--- src/rtl/btn_event_if.sv ---
// rtl/btn_event_if.sv - event FIFO head and valid/ack handshake between btn_event and its consumer
interface btn_event_if;
  logic       evt_valid;
  logic [1:0] evt_code;
  logic       evt_ack;
  logic [2:0] evt_cnt;

  modport master (
    output evt_valid,
    output evt_code,
    output evt_cnt,
    input  evt_ack
  );

  modport slave (
    input  evt_valid,
    input  evt_code,
    input  evt_cnt,
    output evt_ack
  );
endinterface

--- src/rtl/btn_event.sv ---
// rtl/btn_event.sv - SHORT/LONG/REPEAT press events from a debounced button, queued in a 4-entry FIFO
// REPEAT generation is compiled in only when BTN_EVENT_REPEAT_EN is defined.
module btn_event #(
  parameter int unsigned PRESCALE = 100000
) (
  input  logic        clk,
  input  logic        res,
  input  logic        ena,
  input  logic        btn_in,
  input  logic [7:0]  long_time,
  input  logic [7:0]  rep_time,
  btn_event_if.master evt,
  output logic        overflow,
  input  logic        ovf_clr,
  output logic        pressed
);

  localparam int unsigned   PW       = (PRESCALE > 1) ? $clog2(PRESCALE) : 1;
  localparam logic [PW-1:0] PRE_LAST = PW'(PRESCALE - 1);

  localparam logic [1:0] CODE_SHORT  = 2'b01;
  localparam logic [1:0] CODE_LONG   = 2'b10;
  localparam logic [1:0] CODE_REPEAT = 2'b11;

  typedef enum logic [1:0] {
    ST_IDLE = 2'd0,
    ST_HELD = 2'd1,
    ST_LONG = 2'd2
  } state_t;

  state_t        state_q;
  state_t        state_d;

  logic          btn_q;
  logic          press_edge;
  logic          release_edge;

  logic [PW-1:0] presc_q;
  logic          tick;
  logic [7:0]    hold_cnt;

  logic          push;
  logic [1:0]    push_code;
  logic          enter_long;
  logic          rep_fire;

  logic [1:0]    fifo_mem [4];
  logic [1:0]    wr_ptr;
  logic [1:0]    rd_ptr;
  logic [2:0]    cnt;
  logic          full;
  logic          pop;
  logic          do_push;
  logic          drop;

  always_ff @(posedge clk) begin
    if (res) begin
      btn_q <= 1'b0;
    end else begin
      btn_q <= btn_in;
    end
  end

  assign pressed      = btn_q;
  assign press_edge   = btn_in & ~btn_q;
  assign release_edge = ~btn_in & btn_q;
  assign tick         = (presc_q == PRE_LAST);

  // Restarting the ms phase on LONG entry and after each REPEAT makes every
  // threshold land exactly N*PRESCALE+1 cycles after the event that armed it.
  always_ff @(posedge clk) begin
    if (res || !ena) begin
      presc_q  <= '0;
      hold_cnt <= 8'd0;
    end else begin
      if (press_edge || enter_long || rep_fire || tick) begin
        presc_q <= '0;
      end else begin
        presc_q <= presc_q + PW'(1);
      end

      if (press_edge) begin
        hold_cnt <= 8'd0;
      end else if (state_q == ST_HELD && tick && hold_cnt != 8'hff) begin
        hold_cnt <= hold_cnt + 8'd1;
      end
    end
  end

`ifdef BTN_EVENT_REPEAT_EN
  logic [7:0] rep_cnt;

  always_ff @(posedge clk) begin
    if (res || !ena) begin
      rep_cnt <= 8'd0;
    end else if (enter_long || rep_fire) begin
      rep_cnt <= 8'd0;
    end else if (state_q == ST_LONG && tick && rep_cnt != 8'hff) begin
      rep_cnt <= rep_cnt + 8'd1;
    end
  end
`else
  logic unused_rep_time;
  assign unused_rep_time = ^rep_time;
`endif

  always_ff @(posedge clk) begin
    if (res) begin
      state_q <= ST_IDLE;
    end else begin
      state_q <= state_d;
    end
  end

  // Release is checked before any threshold so a coincident match never wins.
  always_comb begin
    state_d    = state_q;
    push       = 1'b0;
    push_code  = 2'b00;
    enter_long = 1'b0;
    rep_fire   = 1'b0;
    if (!ena) begin
      state_d = ST_IDLE;
    end else begin
      unique case (state_q)
        ST_IDLE: begin
          if (press_edge) begin
            state_d = ST_HELD;
          end
        end
        ST_HELD: begin
          if (release_edge) begin
            state_d   = ST_IDLE;
            push      = 1'b1;
            push_code = CODE_SHORT;
          end else if (long_time != 8'd0 && hold_cnt == long_time) begin
            state_d    = ST_LONG;
            push       = 1'b1;
            push_code  = CODE_LONG;
            enter_long = 1'b1;
          end
        end
        ST_LONG: begin
          if (release_edge) begin
            state_d = ST_IDLE;
          end
`ifdef BTN_EVENT_REPEAT_EN
          else if (rep_time != 8'd0 && rep_cnt == rep_time) begin
            push      = 1'b1;
            push_code = CODE_REPEAT;
            rep_fire  = 1'b1;
          end
`endif
        end
        default: begin
          state_d = ST_IDLE;
        end
      endcase
    end
  end

  assign full    = (cnt == 3'd4);
  assign pop     = evt.evt_ack && (cnt != 3'd0);
  assign do_push = push && (!full || pop);
  assign drop    = push && full && !pop;

  always_ff @(posedge clk) begin
    if (do_push) begin
      fifo_mem[wr_ptr] <= push_code;
    end
  end

  always_ff @(posedge clk) begin
    if (res) begin
      wr_ptr   <= 2'd0;
      rd_ptr   <= 2'd0;
      cnt      <= 3'd0;
      overflow <= 1'b0;
    end else begin
      if (do_push) begin
        wr_ptr <= wr_ptr + 2'd1;
      end
      if (pop) begin
        rd_ptr <= rd_ptr + 2'd1;
      end
      cnt <= cnt + {2'b00, do_push} - {2'b00, pop};
      if (drop) begin
        overflow <= 1'b1;
      end else if (ovf_clr) begin
        overflow <= 1'b0;
      end
    end
  end

  assign evt.evt_valid = (cnt != 3'd0);
  assign evt.evt_cnt   = cnt;
  assign evt.evt_code  = (cnt != 3'd0) ? fifo_mem[rd_ptr] : 2'b00;

endmodule

--- src/flat_wrapper.sv ---
// flat-port wrapper written by rule: the top's interface ports become plain ports
module btn_event_flat 
#(
  parameter int unsigned PRESCALE = 100000
)
  (clk, res, ena, btn_in, long_time, rep_time, overflow, ovf_clr, pressed, evt_evt_valid, evt_evt_code, evt_evt_cnt, evt_evt_ack);
  btn_event_if evt_i ();
  input  logic clk;
  input  logic res;
  input  logic ena;
  input  logic btn_in;
  input  logic [7:0] long_time;
  input  logic [7:0] rep_time;
  output logic overflow;
  input  logic ovf_clr;
  output logic pressed;
  output wire logic [$bits(evt_i.evt_valid)-1:0] evt_evt_valid;
  output wire logic [$bits(evt_i.evt_code)-1:0] evt_evt_code;
  output wire logic [$bits(evt_i.evt_cnt)-1:0] evt_evt_cnt;
  input wire logic [$bits(evt_i.evt_ack)-1:0] evt_evt_ack;
  assign evt_evt_valid = evt_i.evt_valid;
  assign evt_evt_code = evt_i.evt_code;
  assign evt_evt_cnt = evt_i.evt_cnt;
  assign evt_i.evt_ack = evt_evt_ack;
  btn_event #(.PRESCALE(PRESCALE)) u_core (.clk(clk), .res(res), .ena(ena), .btn_in(btn_in), .long_time(long_time), .rep_time(rep_time), .evt(evt_i), .overflow(overflow), .ovf_clr(ovf_clr), .pressed(pressed));
endmodule
--- config.mk ---
export PLATFORM = sky130hd
export DESIGN_NAME = btn_event_flat
export DESIGN_NICKNAME = d
export VERILOG_FILES = /design/src/rtl/btn_event_if.sv /design/src/rtl/btn_event.sv /design/src/flat_wrapper.sv
export SDC_FILE = /design/constraint.sdc
export NUM_CORES = 1
export LEC_CHECK = 0
export CAP_MARGIN = 20
export CELL_PAD_IN_SITES_DETAIL_PLACEMENT = 1
export CELL_PAD_IN_SITES_GLOBAL_PLACEMENT = 1
export CORE_UTILIZATION = 42
export DETAILED_ROUTE_END_ITERATION = 6
export GPL_ROUTABILITY_DRIVEN = 0
export GPL_TIMING_DRIVEN = 0
export PLACE_DENSITY = 0.87
export SLEW_MARGIN = 0
export SYNTH_ARGS = -nofsm -noshare
export SYNTH_HDL_FRONTEND = slang
export SYNTH_SLANG_ARGS = --single-unit
--- constraint.sdc ---
create_clock -name clk -period 3.6 [get_ports clk]
set_input_delay 0.72 -clock clk [delete_from_list [all_inputs] [get_ports clk]]
set_output_delay 0.72 -clock clk [all_outputs]
set_load 0.005 [all_outputs]
==> results of run 1 <==
cells in the mapped netlist (2+ instances only):
cell type and n:
sky130_fd_sc_hd__nand2b_1 8, sky130_fd_sc_hd__nor3_1 4, sky130_fd_sc_hd__nand2_1 12, sky130_fd_sc_hd__o211ai_1 2, sky130_fd_sc_hd__mux2i_1 3, sky130_fd_sc_hd__and2_1 7, sky130_fd_sc_hd__o21ai_0 3, sky130_fd_sc_hd__nand4_1 3
sky130_fd_sc_hd__or2b_2 3, sky130_fd_sc_hd__xnor2_1 11, sky130_fd_sc_hd__or3_2 2, sky130_fd_sc_hd__xor2_1 17, sky130_fd_sc_hd__mux4_2 2, sky130_fd_sc_hd__nor4_1 5, sky130_fd_sc_hd__edfxtp_1 8, sky130_fd_sc_hd__or3_1 2
sky130_fd_sc_hd__and4bb_2 2, sky130_fd_sc_hd__nand3_1 9, sky130_fd_sc_hd__ha_1 8, sky130_fd_sc_hd__inv_1 7, sky130_fd_sc_hd__or4_1 2, sky130_fd_sc_hd__dfxtp_1 38, sky130_fd_sc_hd__and3_1 7, sky130_fd_sc_hd__nor2_1 29
sky130_fd_sc_hd__a21oi_1 5, sky130_fd_sc_hd__nor2b_1 4
cells in the final DEF (no fill, tap or decap), types with 2 or more instances in the layout:
cell type and n:
sky130_fd_sc_hd__xnor2_1 11, sky130_fd_sc_hd__or4_1 2, sky130_fd_sc_hd__edfxtp_1 8, sky130_fd_sc_hd__or3_1 2, sky130_fd_sc_hd__and2_1 7, sky130_fd_sc_hd__mux4_2 2
sky130_fd_sc_hd__nand2_1 12, sky130_fd_sc_hd__clkbuf_8 5, sky130_fd_sc_hd__a21oi_1 4, sky130_fd_sc_hd__bufinv_16 2, sky130_fd_sc_hd__clkdlybuf4s50_1 21, sky130_fd_sc_hd__inv_1 7
sky130_fd_sc_hd__nor2b_1 4, sky130_fd_sc_hd__nor2_1 29, sky130_fd_sc_hd__mux2i_1 3, sky130_fd_sc_hd__nand3_1 9, sky130_fd_sc_hd__or2b_2 3, sky130_fd_sc_hd__or3_2 2
sky130_fd_sc_hd__xor2_1 17, sky130_fd_sc_hd__nand4_1 3, sky130_fd_sc_hd__ha_1 8, sky130_fd_sc_hd__o211ai_1 2, sky130_fd_sc_hd__nor3_1 4, sky130_fd_sc_hd__and4bb_2 2
sky130_fd_sc_hd__dfxtp_1 38, sky130_fd_sc_hd__o21ai_0 3, sky130_fd_sc_hd__and3_1 7, sky130_fd_sc_hd__nand2b_1 8, sky130_fd_sc_hd__nor4_1 5
sequential cells by signal (all words and copies together), names as in the netlist, named ones only:
signal and count:
u_core.presc_q 17, u_core.state_q 2, u_core.wr_ptr 2, u_core.pressed 1, u_core.rd_ptr 2, u_core.hold_cnt 8, u_core.evt.evt_cnt 3, u_core.fifo_mem 8
u_core.overflow 1
path summary, 6_finish.rpt:
path              cells after the start                               end                       startpoint  slack (ns)
setup reg to reg                     10  u_core.evt.evt_cnt[2]$_SDFF_PP0_  u_core.hold_cnt[7]$_SDFFE_PP0P_        0.92
setup / recovery                     11  u_core.evt.evt_cnt[2]$_SDFF_PP0_                     long_time[7]        0.41
hold reg to reg                       1      u_core.presc_q[0]$_SDFF_PP0_     u_core.presc_q[0]$_SDFF_PP0_        0.47
hold / removal                        1      u_core.presc_q[0]$_SDFF_PP0_     u_core.presc_q[0]$_SDFF_PP0_        0.47
per-layer routing:
layer,global-route usage (%),vias up,share of wire [%]
met4,7.13,0,1.6
met1,21.8,785,44
li1,-,813,-
met2,33.6,19,52
met5,0,-,0
met3,4.61,7,2.5
through the flow:
stage / hold WS [ns] / area, um^2 / util (%) / std cells / power (mW)
2_1_floorplan: 0.426 / 2210 / - / 220 / 0.730
3_3_place_gp: 0.444 / 2500 / 49.4 / 311 / 0.845
3_5_place_dp: 0.453 / 2500 / 49.4 / 311 / 0.860
4_1_cts: 0.477 / 2640 / 52.1 / 319 / 1.32
5_1_grt: 0.504 / 2650 / 52.1 / 319 / 1.39
6_report: 0.471 / 2650 / 52.1 / 319 / 1.30
cell type report:
type	instances	share of cell area (%)
multi-input combinational	164	43.9
buffer	3	0.851
sequential	46	37.8
clock inverter	3	2.60
timing repair buffer	21	7.94
tap	70	3.31
inverter	7	0.993
clock buffer	5	2.60
power groups by stage:
stage	combinational, mW	clock (mW)	sequential, mW
floorplan	0.142	0	0.588
global placement	0.255	0	0.589
detailed placement	0.266	0	0.593
CTS	0.269	0.471	0.582
global route	0.307	0.494	0.586
finish	0.264	0.461	0.580
repair_timing:
action / 4_1_cts / 5_1_grt
resized for setup: 0 / 1
setup buffers: 0 / 0
endpoints found under the setup margin: 0 / 1
hold endpoints to repair: 0 / 0
kinds of logic after synthesis:
logic type	share of synthesized area, %
adder cells (fa/ha/maj)	5.44
AO/OA/AOI/OAI	5.10
AND/OR/NAND/NOR	26.9
multiplexers	3.91
XOR/XNOR	11.1
flip-flops	45.4
buffers and inverters	2.21
==> flow_summary.rst, run 1 <==
.. list-table::
   :header-rows: 1

   * - Metric
     - Value
   * - Peak supply drop
     - 0.263 mV
   * - Share of Yosys cell area claimed by the top area cell type
     - 34.5%
   * - Switching share of power
     - 23.7%
   * - Detailed-route wire length per cell
     - 14.4 um
   * - Top Family by Delay on Critical Path
     - simple AND/OR/NAND/NOR gates
   * - Number of hold buffers added after cts
     - 0
   * - Worst path setup slack after routing
     - 0.413 ns
   * - Max H-tree Level
     - 2
   * - Critical-path maximum fanout
     - 7
   * - Total standard cell area after synthesis
     - 2210 um^2
   * - Detailed placement HPWL
     - 3430 um
   * - Dpl ws
     - -0.0232 ns
   * - Fill cell instance count of the final layout
     - 609
   * - Hold Vio Cnt, Final
     - 0
   * - Slowest-stage cell, CP
     - sky130_fd_sc_hd__clkdlybuf4s50_1
   * - Max Slew Vio Count
     - 0
   * - Top cells by area in the synthesized netlist
     - sky130_fd_sc_hd__dfxtp_1 (34%), sky130_fd_sc_hd__edfxtp_1 (11%), sky130_fd_sc_hd__xor2_1 (6.7%)
   * - Largest stage delay on the critical path
     - 0.45 ns
   * - Share of synthesized area occupied by flip-flops and latches
     - 45.4%
   * - Worst rel slew slack
     - 53.9%
   * - Iter 0 DRT Violations
     - 51
   * - Syn_nets
     - 251
   * - Initial standard-cell utilization of the core
     - 43.5%
   * - Internal power summed over all cells
     - 995 uW
   * - Number of buffers created by CTS
     - 5
   * - Highest clock frequency the design can meet
     - 314 MHz
   * - First-pass GRT wire length
     - 7820 um
   * - GRT Residual Overflow
     - 0
   * - Period utilisation layout
     - 88.5%
   * - Max Cap Violations
     - 0
   * - Synth unique cells
     - 43
   * - Buffer cell driving the clock tree root
     - sky130_fd_sc_hd__clkbuf_8
   * - Total routed wirelength
     - 4600 um
   * - Synthesis Warnings
     - 0
   * - Pin slew with the least headroom to its limit
     - 0.684 ns
   * - Leakage
     - 0.953 nW
   * - Maximum number of pins on one net before global-route repair
     - 16
   * - Required time of the critical path
     - 3.79 ns
   * - Sequential cell area
     - 1000 um^2
   * - DR pass1 iterations
     - 4
   * - Layout area overhead
     - 19.9%
   * - Average cell area after synthesis
     - 10.0 um^2
   * - Multi-input gate area
     - 1160 um^2
   * - Most repeated library cell on the critical path
     - sky130_fd_sc_hd__xor2_1
   * - Die area
     - 5550 um^2
   * - Result of the run
     - completed
   * - Proportion of synthesized flip-flops having asynchronous set or reset
     - 0%
   * - Sort of element at the end of the critical path
     - flip-flop
   * - Pwr Density
     - 493 nW/um^2
   * - Clock insertion delay at the later pin of the skew report
     - 0.30 ns
   * - Vias in the first global route
     - 1694
   * - Sum Neg Setup Slack
     - 0 ns
   * - Maximum count of clock buffers along a single path
     - 2
   * - Share of final-layout standard cells stronger than drive strength 1
     - 11.2%
   * - Core region area
     - 5070 um^2
   * - Seq pwr share
     - 44.5%
   * - # diodes
     - 0
   * - IO Pins
     - 30
   * - GRT Overall Usage
     - 18.9%
   * - Count of unresolved DRC violations after routing
     - 0
   * - Final min period
     - 3.19 ns
   * - Type of the worst min-delay path
     - reg2reg
   * - Net switching power
     - 309 uW
   * - Type of element launching the critical path
     - input port
   * - DIE HEIGHT
     - 74.5 um
   * - Residual antenna-violating net count after detailed routing
     - 0
   * - Count of state elements after synthesis
     - 46
   * - Most common flop cell mapped by yosys
     - sky130_fd_sc_hd__dfxtp_1
   * - Overall via count from detail_route
     - 1624
   * - Post-layout net count
     - 279
   * - CP cell instances
     - clkdlybuf4s50_1 -> xor2_1 -> nor4_1 -> nand4_1 -> a21oi_2 -> ha_1 -> inv_1 -> fa_1 -> xor2_1 -> xnor2_1 -> nor2_1
   * - Critical setup path kind
     - in2reg
   * - Setup repair after global routing missed its margin
     - false
   * - Number of vias per cell after detailed routing
     - 5.09
   * - Logic pwr share
     - 20.2%
   * - Clock tree sinks
     - 46
   * - Buffer and inverter count on the worst path
     - 2
   * - Biggest area consumer among synthesized cells
     - sky130_fd_sc_hd__dfxtp_1
   * - Final setup skew
     - 0.00528 ns
   * - Clock-pin slew reported for the worst setup and hold paths after clock tree synthesis
     - 0.09 ns
   * - Data arrival time of the critical path
     - 3.37 ns
   * - Number of rows in the core area
     - 26
   * - Die width
     - 74.5 um
   * - Number of failing setup endpoints in the final timing report
     - 0
   * - Number of antenna violations at the first check in global routing
     - 0
   * - EDFF count, synth
     - 8
   * - Number of port buffers
     - 21
   * - Clock group share of total power
     - 35.3%
   * - CTS tree
     - done
   * - Cell count after synthesis
     - 220
Note: power is estimated with default switching activity, not from simulation.
==> inputs of run 2 (changes only) <==
--- a/config.mk
+++ b/config.mk
@@ -13,7 +13,7 @@
 export GPL_ROUTABILITY_DRIVEN = 0
 export GPL_TIMING_DRIVEN = 0
 export PLACE_DENSITY = 0.87
-export SLEW_MARGIN = 0
+export SLEW_MARGIN = 20
 export SYNTH_ARGS = -nofsm -noshare
 export SYNTH_HDL_FRONTEND = slang
 export SYNTH_SLANG_ARGS = --single-unit
==> results of run 2 <==
No change in the layout: final DEF, timing and power equal those of run 1.
==> inputs of run 3 (changes only) <==
--- a/config.mk
+++ b/config.mk
@@ -12,7 +12,7 @@
 export DETAILED_ROUTE_END_ITERATION = 6
 export GPL_ROUTABILITY_DRIVEN = 0
 export GPL_TIMING_DRIVEN = 0
-export PLACE_DENSITY = 0.87
+export PLACE_DENSITY = 0.9
 export SLEW_MARGIN = 20
 export SYNTH_ARGS = -nofsm -noshare
 export SYNTH_HDL_FRONTEND = slang
==> run 3 against run 2 <==
Register-to-register slack lost 0.25 ns. Sequential power is essentially flat. Critical path depth did not move. Largest power group unchanged. Hold slack got worse by 0.012 ns.
==> flow_summary.rst, run 3 (synthesis gave the netlist of run 1 again) <==
.. list-table::
   :header-rows: 1

   * - Metric
     - Value
   * - Count of unresolved DRC violations after routing
     - 0 (unchanged)
   * - Overall via count from detail_route
     - 1654 (was 1624)
   * - Largest stage delay on the critical path
     - 0.55 ns (was 0.45 ns)
   * - Type of the worst min-delay path
     - reg2reg (unchanged)
   * - Buffer cell driving the clock tree root
     - sky130_fd_sc_hd__clkbuf_8 (unchanged)
   * - Share of final-layout standard cells stronger than drive strength 1
     - 10.8% (was 11.2%)
   * - GR Util met3
     - 4.88% (was 4.61%)
   * - Max Cap Violations
     - 0 (unchanged)
   * - Global routing met1 resource utilization
     - 22.7% (was 21.8%)
   * - Clock-pin slew reported for the worst setup and hold paths after clock tree synthesis
     - 0.09 ns (about the same)
   * - GRT Residual Overflow
     - 0 (unchanged)
   * - Clock tree sinks
     - 46 (unchanged)
   * - Period utilisation layout
     - 95.0% (was 88.5%)
   * - Max Slew Vio Count
     - 0 (unchanged)
   * - Final setup skew
     - 0.00534 ns (was 0.00528 ns)
   * - GRT Overall Usage
     - 19.5% (was 18.9%)
   * - DR pass1 iterations
     - 5 (was 4)
   * - Total routed wirelength
     - 4820 um (was 4600 um)
   * - Number of rows in the core area
     - 26 (unchanged)
   * - Residual antenna-violating net count after detailed routing
     - 0 (unchanged)
   * - Final min period
     - 3.42 ns (was 3.19 ns)
   * - Post-layout power
     - 1.24 mW (was 1.30 mW)
   * - Pin slew with the least headroom to its limit
     - 0.693 ns (was 0.684 ns)
   * - Layout area overhead
     - 18.7% (was 19.9%)
   * - Hold Vio Cnt, Final
     - 0 (unchanged)
   * - Most used cells in the layout excluding fill and tap cells
     - sky130_fd_sc_hd__dfxtp_1 (38), sky130_fd_sc_hd__nor2_1 (29), sky130_fd_sc_hd__clkdlybuf4s50_1 (21), sky130_fd_sc_hd__xor2_1 (17), sky130_fd_sc_hd__nand2_1 (12) (unchanged)
   * - Pwr Density
     - 472 nW/um^2 (was 493 nW/um^2)
   * - Result of the run
     - completed (unchanged)
   * - IO Pins
     - 30 (unchanged)
   * - # diodes
     - 0 (unchanged)
   * - Number of vias per cell after detailed routing
     - 5.18 (was 5.09)
   * - Number of antenna violations at the first check in global routing
     - 0 (unchanged)
   * - Maximum number of pins on one net before global-route repair
     - 16 (unchanged)
   * - Max H-tree Level
     - 2 (unchanged)
   * - Maximum count of clock buffers along a single path
     - 2 (unchanged)
   * - Number of buffers created by CTS
     - 5 (unchanged)
   * - Most repeated library cell on the critical path
     - sky130_fd_sc_hd__xor2_1 (unchanged)
   * - GR peak layer
     - met2 (unchanged)
   * - Iter 0 DRT Violations
     - 46 (was 51)
   * - Startpoint of the worst register-to-register path
     - u_core.hold_cnt[7]$_SDFFE_PP0P_ (unchanged)
   * - Setup repair after global routing missed its margin
     - false (unchanged)
   * - Number of failing setup endpoints in the final timing report
     - 0 (unchanged)
   * - Post-cts sizing count
     - 0 (unchanged)
   * - GR Layer Usage met2
     - 34.5% (was 33.6%)
   * - Number of port buffers
     - 21 (unchanged)
   * - Critical path origin
     - long_time[4] (was long_time[7])
   * - Max reg flops
     - 17 (unchanged)
   * - DIE HEIGHT
     - 74.5 um (unchanged)
   * - Critical setup path kind
     - in2reg (unchanged)
   * - Core region area
     - 5070 um^2 (unchanged)
   * - Design Area, Final
     - 2620 um^2 (was 2650 um^2)
   * - Vias in the first global route
     - 1715 (was 1694)
   * - Data arrival time of the critical path
     - 3.61 ns (was 3.37 ns)
   * - Die width
     - 74.5 um (unchanged)
   * - Leading cell type in the layout, fill and taps excluded
     - sky130_fd_sc_hd__dfxtp_1 (unchanged)
   * - Total placed cells including tap cells
     - 311 (unchanged)
   * - Die area
     - 5550 um^2 (unchanged)
   * - Detailed-route wire length per cell
     - 15.1 um (was 14.4 um)
   * - Peak supply drop
     - 0.237 mV (was 0.263 mV)
   * - Worst rel slew slack
     - 53.7% (was 53.9%)
   * - Placed instance area
     - 2500 um^2 (unchanged)
   * - Type of element launching the critical path
     - input port (unchanged)
   * - Worst hold margin
     - 0.459 ns (was 0.471 ns)
   * - Top Family by Delay on Critical Path
     - simple AND/OR/NAND/NOR gates (unchanged)
   * - Post-CTS setup buffer count
     - 0 (unchanged)
   * - CP cell instances
     - clkdlybuf4s50_1 -> xor2_1 -> nor4_1 -> nand4_1 -> a21oi_1 -> ha_1 -> inv_1 -> fa_1 -> xor2_1 -> xnor2_1 -> nor2_1 (was clkdlybuf4s50_1 -> xor2_1 -> nor4_1 -> nand4_1 -> a21oi_2 -> ha_1 -> inv_1 -> fa_1 -> xor2_1 -> xnor2_1 -> nor2_1)
   * - First-pass GRT wire length
     - 8040 um (was 7820 um)
   * - CTS tree
     - done (unchanged)
   * - Sort of element at the end of the critical path
     - flip-flop (unchanged)
   * - Registers with the most flip-flops
     - u_core.presc_q x17, u_core.fifo_mem x8, u_core.hold_cnt x8 (unchanged)
   * - Highest clock frequency the design can meet
     - 292 MHz (was 314 MHz)
   * - Required time of the critical path
     - 3.79 ns (about the same)
   * - Final std cells w/o fill
     - 319 (unchanged)
   * - Most flop-heavy register
     - u_core.presc_q (unchanged)
   * - Critical-path maximum fanout
     - 7 (unchanged)
   * - Clock insertion delay at the later pin of the skew report
     - 0.31 ns (was 0.30 ns)
   * - Slowest-stage cell, CP
     - sky130_fd_sc_hd__a21oi_1 (was sky130_fd_sc_hd__clkdlybuf4s50_1)
   * - Initial standard-cell utilization of the core
     - 43.5% (unchanged)
   * - Leakage
     - 0.935 nW (was 0.953 nW)
   * - Hold path startpoint
     - u_core.presc_q[0]$_SDFF_PP0_ (unchanged)
   * - Post-layout net count
     - 279 (unchanged)
   * - Number of hold buffers added after cts
     - 0 (unchanged)
   * - Detailed placement HPWL
     - 3720 um (was 3430 um)
   * - Buffer and inverter count on the worst path
     - 2 (unchanged)
[run 3: cell count changes in the layout (fill, tap and decap cells not counted)]
cell / change
sky130_fd_sc_hd__a21oi_1: +1
sky130_fd_sc_hd__bufinv_16: -1
sky130_fd_sc_hd__clkinv_4: -1
sky130_fd_sc_hd__a21oi_2: -1
sky130_fd_sc_hd__clkinvlp_4: +2
[run 3: cell type report]
type	count	area [um^2]
fill	604	2460
multi-input combinational	164	1160
sequential	46	1000
timing repair buffer	21	210
tap	70	87.6
clock buffer	5	68.8
clock inverter	3	45.0
inverter	7	26.3
buffer	3	22.5
[run 3: final timing paths]
check | to | slack [ns] | cells past startpoint
worst max register to register | u_core.evt.evt_cnt[2]$_SDFF_PP0_ | 0.67 | 10
worst max-delay path | u_core.evt.evt_cnt[2]$_SDFF_PP0_ | 0.18 | 11
worst min-delay path | u_core.presc_q[0]$_SDFF_PP0_ | 0.46 | 1
worst min register to register | u_core.presc_q[0]$_SDFF_PP0_ | 0.46 | 1
[run 3: through the flow]
stage	setup slack, ns	util, %	setup TNS, ns
4_1_cts	0.148	51.6	0
5_1_grt	0.00303	51.6	0
3_3_place_gp	-0.0314	49.4	-0.0314
3_5_place_dp	-0.0701	49.4	-0.0701
6_report	0.180	51.6	0
2_1_floorplan	0.763	-	0
[run 3: where the power goes]
part	switching, mW	leakage (nW)	internal (mW)	total, mW
Sequential	0.0287	0.390	0.552	0.581
Combinational	0.0969	0.495	0.166	0.263
Clock	0.187	0.0504	0.207	0.393
Total	0.312	0.935	0.924	1.24
[run 3: routing by layer]
layer | vias up | wire, um
met5 | - | 0
met4 | 0 | 75
met3 | 7 | 91
met2 | 15 | 2540
met1 | 816 | 2110
li1 | 816 | -
==> variant, RTL diff (flow settings as in run 1) <==
The option `BTN_EVENT_REPEAT_EN` is turned on by a define.
--- a/src/rtl/btn_event.sv
+++ b/src/rtl/btn_event.sv
@@ -1,5 +1,7 @@
 // rtl/btn_event.sv - SHORT/LONG/REPEAT press events from a debounced button, queued in a 4-entry FIFO
 // REPEAT generation is compiled in only when BTN_EVENT_REPEAT_EN is defined.
+`define BTN_EVENT_REPEAT_EN
+
 module btn_event #(
   parameter int unsigned PRESCALE = 100000
 ) (
Formal check against the unedited RTL: no difference found for any inputs over 10 cycles, from zero or initial values; that may be too few to reach the edited logic, so the function may still have changed.
==> variant against run 1 <==
Setup slack got worse by 110 ps. Area after synthesis rose by 24%. Highest routed layer unchanged. Critical path depth fell by 2. Final area rose by 22%. Total power rose by 6.4%. Largest cell class unchanged. First-iteration DRC count fell by 9.8%. Clock skew rose by 4.2 ps. Sequential cell count rose by 8. Routed wire length rose by 32%. Non-clock buffer count rose by 9.
==> variant: results (changes against run 1) <==
- Status: finished clean
- Crit path from: long_time[2]
- Combinational Power: 0.306 mW (+16%)
- Delay-heaviest family, CP: compound AO/OA/AOI/OAI gates
- Clock Skew: 9.52 ps (+4.23 ps)
- Number of clock buffers inserted by TritonCTS: 5 (unchanged)
- Syn_area_per_cell: 9.48 µm² (-5.5%)
- Met2 WL: 3120 µm (+30%)
- RR Startpoint: u_core.state_q[0]$_SDFFE_PP0P_
- Number of global-route vias before repair: 2148 (+27%)
- FFs w/ async S/R, synth: 0 (unchanged)
- Area share of xor/xnor cells in the synthesized design: 0.154 (+0.0429)
- Vias per cell: 5.28 (+3.8%)
- R2R Setup Slk: 600 ps (-320 ps)
- Number of flip-flops under the largest register name: 17 (unchanged)
- HPWL after detailed placement: 4680 µm (+37%)
- Reg-to-reg endpoint: u_core.evt.evt_cnt[1]$_SDFF_PP0_
- Area after DPL: 3120 µm² (+24%)
- Met3 routed WL: 156 µm (+37%)
- Distinct cells, synth: 47 (+9.3%)
- Syn Nets: 323 (+29%)
- Wl on met1: 2690 µm (+35%)
- Critical Path Slowest Stage Cell: a2111oi_0
- Pre-CTS setup slack: 57.7 ps (+80.9 ps)
- Setup Buffers After CTS: 0 (unchanged)
- Hold endpoint: u_core.presc_q[0]$_SDFF_PP0_
- Leak: 1.16 nW (+21%)
- Seq/Total Area, Yosys: 0.425 (-0.0282)
- Clock network power: 0.410 mW (-11%)
- ANT cells: 0 (unchanged)
- Clk slew on worst S/H paths: 100 ps
- Post-synthesis compound-gate area fraction: 0.0591 (+0.00810)
- Initial drt markers: 46 (-9.8%)
- Synth top area cells: dfxtp_1, xor2_1, edfxtp_1
- Power, Total: 1.39 mW (+6.4%)
- Adder-cell share of the synthesized area: 0.0623 (+0.00791)
- Worst rel slew slack: 0.453 (-0.0864)
- Multiplexer share of the synthesized area: 0.0316 (-0.00749)
- Share of cells above drive strength 1: 0.0646 (-0.0478)
- Slowest cell delay on critical path: 560 ps (+110 ps)
- Crit path DAT: 3490 ps (+120 ps)
- PortBufs: 29 (+38%)
- Most frequent cells after synthesis: nor2_1, dfxtp_1, xor2_1
- WL/cell: 15.1 µm (+5.0%)
- Placed cell count: 394 (+27%)
- Peak Freq: 0.304 GHz (-3.2%)
- First-pass GRT wire length: 9670 µm (+24%)
- Total global-route track usage: 0.187 (-0.00169)
- Peak supply drop: 0.342 mV (+30%)
- Final WL: 6080 µm (+32%)
- Pin count of the biggest net entering global routing: 17 (+1)
- Switch Pwr: 0.366 mW (+18%)
- Final nets: 359 (+29%)
- Final hold slack: 480 ps (+8.19 ps)
## variant: cell types whose count changed in the layout (fill, tap and decap cells not counted), sizes merged, moves of 3 or more
cell | run 1 | this run
nand4 | 3 | 8
or2b | 3 | 0
dfxtp | 38 | 46
ha | 8 | 12
xor2 | 17 | 29
inv | 7 | 11
xnor2 | 11 | 19
nor2 | 29 | 47
nand2 | 12 | 21
or3 | 4 | 1
clkdlybuf4s50 | 21 | 29
## variant: kinds of logic after synthesis
family,after synthesis
simple gates,132
flops,54
xor+xnor,48
compound gates,20
buf+inv,15
fa+ha+maj,13
mux,6
## variant: metal layers
metal	GRT usage	vias to the layer above
li1	-	1063
met3	0.0341	14
met4	0.0603	0
met1	0.216	1012
met2	0.347	35
met5	0	-
## variant: area by class of cell
cell class | count | area, µm²
plain buffers | 4 | 16.3
clock inverters | 3 | 40.0
fillers | 741 | 3090
repair buffers | 29 | 290
clock buffers | 5 | 68.8
flip-flops and latches | 54 | 1160
inverters | 11 | 41.3
multi-input cells | 219 | 1510
well taps | 77 | 96.3
